### config.mk
export PLATFORM = sky130hd
export DESIGN_NAME = sum_window_accum
export DESIGN_NICKNAME = d
export VERILOG_FILES = /design/src/rtl/sum_window_accum.sv
export SDC_FILE = /design/constraint.sdc
export NUM_CORES = 1
export LEC_CHECK = 0
export CAP_MARGIN = 20
export CORE_MARGIN = 2
export CORE_UTILIZATION = 53
export CTS_CLUSTER_SIZE = 25
export DETAILED_ROUTE_END_ITERATION = 12
export HOLD_SLACK_MARGIN = 0.02
export PLACE_DENSITY = 0.8
export SLEW_MARGIN = 0
export SYNTH_ARGS = -nofsm -noshare
export SYNTH_HDL_FRONTEND = slang
export SYNTH_SLANG_ARGS = --single-unit
### constraint.sdc
create_clock -name clk -period 2.6 [get_ports clk]
set_input_delay 0.78 -clock clk [delete_from_list [all_inputs] [get_ports clk]]
set_output_delay 0.78 -clock clk [all_outputs]
set_load 0.02 [all_outputs]
### src/rtl/sum_window_accum.sv
// Windowed saturating accumulator fed by the 8-bit sum stage: collects WIN_LEN
// samples, then holds the window total on a valid/ready output until accepted.
module sum_window_accum #(
    parameter int DATA_W  = 8,
    parameter int WIN_LEN = 4,
    parameter int ACC_W   = 16
) (
    input  logic              clk,
    input  logic              rst_n,
    input  logic [DATA_W-1:0] Z_in,
    input  logic              z_valid_in,
    output logic              z_ready_out,
    input  logic              clear_in,
    output logic [ACC_W-1:0]  sum_out,
    output logic              sum_valid_out,
    input  logic              sum_ready_in,
    output logic [7:0]        count_out,
    output logic              overflow_out
);

    // Handshakes: a transfer happens on a rising edge where valid && ready.
    // Valid never depends on ready; z_ready_out depends on state only.

    typedef enum logic [1:0] {
        IDLE  = 2'd0,
        ACCUM = 2'd1,
        HOLD  = 2'd2
    } state_t;

    state_t             state;
    logic [ACC_W-1:0]   acc;

    logic               accept;
    logic [ACC_W:0]     sum_wide;
    logic               sat;
    logic [ACC_W-1:0]   acc_next;
    logic [8:0]         count_inc;
    logic               last_sample;

    assign z_ready_out = (state != HOLD);
    assign accept      = z_valid_in && z_ready_out;

    // One extra bit catches the carry that signals saturation.
    assign sum_wide    = {1'b0, acc} + {{(ACC_W + 1 - DATA_W){1'b0}}, Z_in};
    assign sat         = sum_wide[ACC_W];
    assign acc_next    = sat ? {ACC_W{1'b1}} : sum_wide[ACC_W-1:0];
    assign count_inc   = {1'b0, count_out} + 9'd1;
    assign last_sample = (count_inc == 9'(WIN_LEN));

    always_ff @(posedge clk or negedge rst_n) begin
        if (!rst_n) begin
            state         <= IDLE;
            acc           <= '0;
            sum_out       <= '0;
            sum_valid_out <= 1'b0;
            count_out     <= '0;
            overflow_out  <= 1'b0;
        end else begin
            case (state)
                IDLE, ACCUM: begin
                    if (clear_in) begin
                        // Clear wins over a sample offered in the same cycle.
                        acc          <= '0;
                        count_out    <= '0;
                        overflow_out <= 1'b0;
                        state        <= IDLE;
                    end else if (accept) begin
                        acc          <= acc_next;
                        count_out    <= count_inc[7:0];
                        overflow_out <= overflow_out | sat;
                        if (last_sample) begin
                            sum_out       <= acc_next;
                            sum_valid_out <= 1'b1;
                            state         <= HOLD;
                        end else begin
                            state <= ACCUM;
                        end
                    end
                end
                HOLD: begin
                    // Clear is ignored here so a completed window is never lost.
                    if (sum_ready_in) begin
                        sum_valid_out <= 1'b0;
                        acc           <= '0;
                        count_out     <= '0;
                        overflow_out  <= 1'b0;
                        state         <= IDLE;
                    end
                end
                default: begin
                    state <= IDLE;
                end
            endcase
        end
    end

endmodule

==> qor.txt <==
crit-path max FO -> 6
DR vias/cell -> 6.08
Worst Max-Slew Pin Slew -> 414 ps
placed insts -> 374
gr ovfl total -> 0
clock buffer depth -> 2
Final Hold Vio Count -> 0
Yosys top cell area share -> 0.446
# rows -> 24
fill cell count -> 330
fin area -> 0.00332 mm2
CTS Sinks -> 44
Peak VDD IR -> 351 uV
warnings from Yosys -> 0
Buf/Inv on CP -> 2
crit path launch type -> input pin
Crit. End Element -> flop
most frequent cell after synthesis -> dfrtp_1
final WL -> 6330 um
Async S/R FF share, synth -> 1.00
DR iter-0 viols -> 202
CTS buffer count -> 5
Skew-Pair Late Insertion Delay -> 300 ps
port buffer count -> 39
Worst Hold Class -> input pin to async pin
footprint of the multi-input gates -> 0.00142 mm2
initial core utilization -> 0.559
die width -> 72.2 um
Combinational Power Share -> 0.254
n_diodes -> 0
CP Cell Sequence -> clkdlybuf4s50_1 > ha_4 > o211ai_1 > o21ai_2 > o21a_1 > buf_4 > and4b_1 > nor2_1 > o21a_1
CTS Hold Bufs -> 0
share of cells above drive strength 1 -> 0.184
fin nets -> 355
CP top delay family -> compound AO/OA/AOI/OAI gates
syn avg cell area -> 9.21 um2
NetSw -> 0.000453 W
cell depth of the worst setup path -> 9
Mapped Cells -> 268
Final Cycle Share -> 0.989
Layout Utilization -> 0.752
vias in the first global route -> 2164
synthesized area -> 0.00247 mm2
status -> completed
part of the Yosys area used for sequential elements -> 0.446
Synth area leaders -> dfrtp_1 (45%), o21ai_0 (6.1%), ha_1 (5.1%), nand2_1 (5.0%), a21oi_1 (3.9%)
Setup CP Type -> input pin to flop
Worst EP required -> 2790 ps
Worst R2R Path Depth -> 7
Max-Cap Viols -> 0
max_slew headroom -> 0.723
Top Ports -> 40
Post-synth top cells -> dfrtp_1 (44), nand2_1 (33), o21ai_0 (30), nor2_1 (24), a21oi_1 (19)
register area -> 0.00110 mm2
Leak Pwr -> 1.48 nW
Pwr per Cell Area -> 473 mW/mm2
CTS tree -> built
WP data arrival -> 2760 ps
EDFF count, synth -> 0
Yosys reg bits -> 44
initial antenna violation count -> 0
Synth Flop Type -> dfrtp_1
most frequent CP cell -> o21a_1
Flop pwr share -> 0.467
Min Hold Slack -> 433 ps
Synth Net Count -> 292
post-route ant nets -> 0
largest net degree at the start of global routing -> 45
Clk pwr share -> 0.279
clock slew at the register clock pins of the worst setup and hold paths -> 80 ps
Tot GR Track Use -> 0.248
Pre-Repair DR Iteration Count -> 5
WL/cell -> 16.5 um
Period minus WS final -> 2570 ps
synth unique cells -> 52
Vias -> 2334
final cell count without fillers -> 384
cell-internal power -> 0.00112 W
placer congestion estimate -> 0.853
# DRC -> 0
Peak Freq -> 389 MHz
Switching Share -> 0.289
DPL Wire Length -> 4140 um
slowest cell on the critical path -> clkdlybuf4s50_1
Core Area -> 0.00441 mm2
die height -> 72.2 um
first-pass GRT wire length -> 10100 um
Area Overhead vs Synth -> 34.5%
count of final setup violators -> 0
dpl cell area -> 0.00310 mm2
CP max stage delay -> 450 ps
largest area contributor in the netlist -> dfrtp_1
H-tree depth -> 2
root buffer cell -> clkbuf_8
Slew Viols, Final -> 0
clk_skew -> 7.01 ps
die area -> 0.00522 mm2
-- final timing paths --
| check | to | startpoint | slack [ps] |
|---|---|---|---|
| max in group asynchronous | sum_out[12] | rst_n | 1940 |
| max | acc[12] | Z_in[4] | 30 |
| max reg2reg | sum_out[9] | count_out[0] | 240 |
| min in group clk | sum_out[14] | sum_out[14] | 480 |
| min | acc[3] | rst_n | 430 |
| min reg2reg | sum_out[14] | sum_out[14] | 480 |
-- area by class of cell --
type	instances	area share
multi-input cells	209	0.429
flip-flops and latches	44	0.332
repair buffers	69	0.190
clock buffers	8	0.0271
well taps	52	0.0196
inverters	2	0.00226
-- layer usage --
metal | GRT usage | vias up | share of wire
met5 | 0 | - | 0
met4 | 0.0671 | 0 | 0.014
met3 | 0.0514 | 12 | 0.067
met2 | 0.401 | 83 | 0.48
met1 | 0.342 | 1136 | 0.44
li1 | - | 1103 | -
-- layout by cell type (no fill, tap or decap), drive strengths merged, types with 2 or more instances in the layout --
cell and n:
inv 2, nand3 4, and2 6, dlygate4sd2 2, ha 10, or4 2, a211oi 2, a21oi 19
nor2b 3, nand2 35, nand2b 2, and3 4, dfrtp 44, clkbuf 8, a21o 9, nor2 24
a31oi 4, clkdlybuf4s50 33, o21ai 37, xnor2 4, buf 31, o21a 4, a22o 4, xor2 3
o211ai 4, nand4 4, dlymetal6s2s 3, o41ai 2, o31ai 3
-- kinds of logic after synthesis --
kind of cell | synth area share
AOI/OAI and AO/OA | 0.265
xor gates and xnor gates | 0.0248
adders and majority gates | 0.0588
buffers and inverters | 0.0304
DFF | 0.446
muxes | 0.00406
and+or+nand+nor | 0.171
-- power by group through the flow --
stage	clock, W	sequential [W]	combinational (W)
6_report	0.000438	0.000733	0.000398
3_5_place_dp	0	0.000741	0.000339
4_1_cts	0.000442	0.000728	0.000358
3_3_place_gp	0	0.000739	0.000331
2_1_floorplan	0	0.000744	0.000190
5_1_grt	0.000473	0.000736	0.000432
-- through the flow --
step | setup WS (ps) | power, W | setup TNS, ps
after floorplan | 30.4 | 0.000934 | 0
after global placement | -408 | 0.00107 | -10190
after detailed placement | -431 | 0.00108 | -10950
after CTS | 8.73 | 0.00153 | 0
after global routing | -40.3 | 0.00164 | -72.1
final | 29.3 | 0.00157 | 0
-- repair_timing --
action | CTS | global route
buffers inserted | 2 | 0
setup endpoints to repair | 25 | 8
gates resized for setup | 11 | 13
pin swaps | 11 | 9
-- state kept, by name (all words and copies together) (netlist names) --
register	flops
acc	16
count_out	8
overflow_out	1
state	2
sum_out	16
sum_valid_out	1
Note: power is estimated with default switching activity, not from simulation.
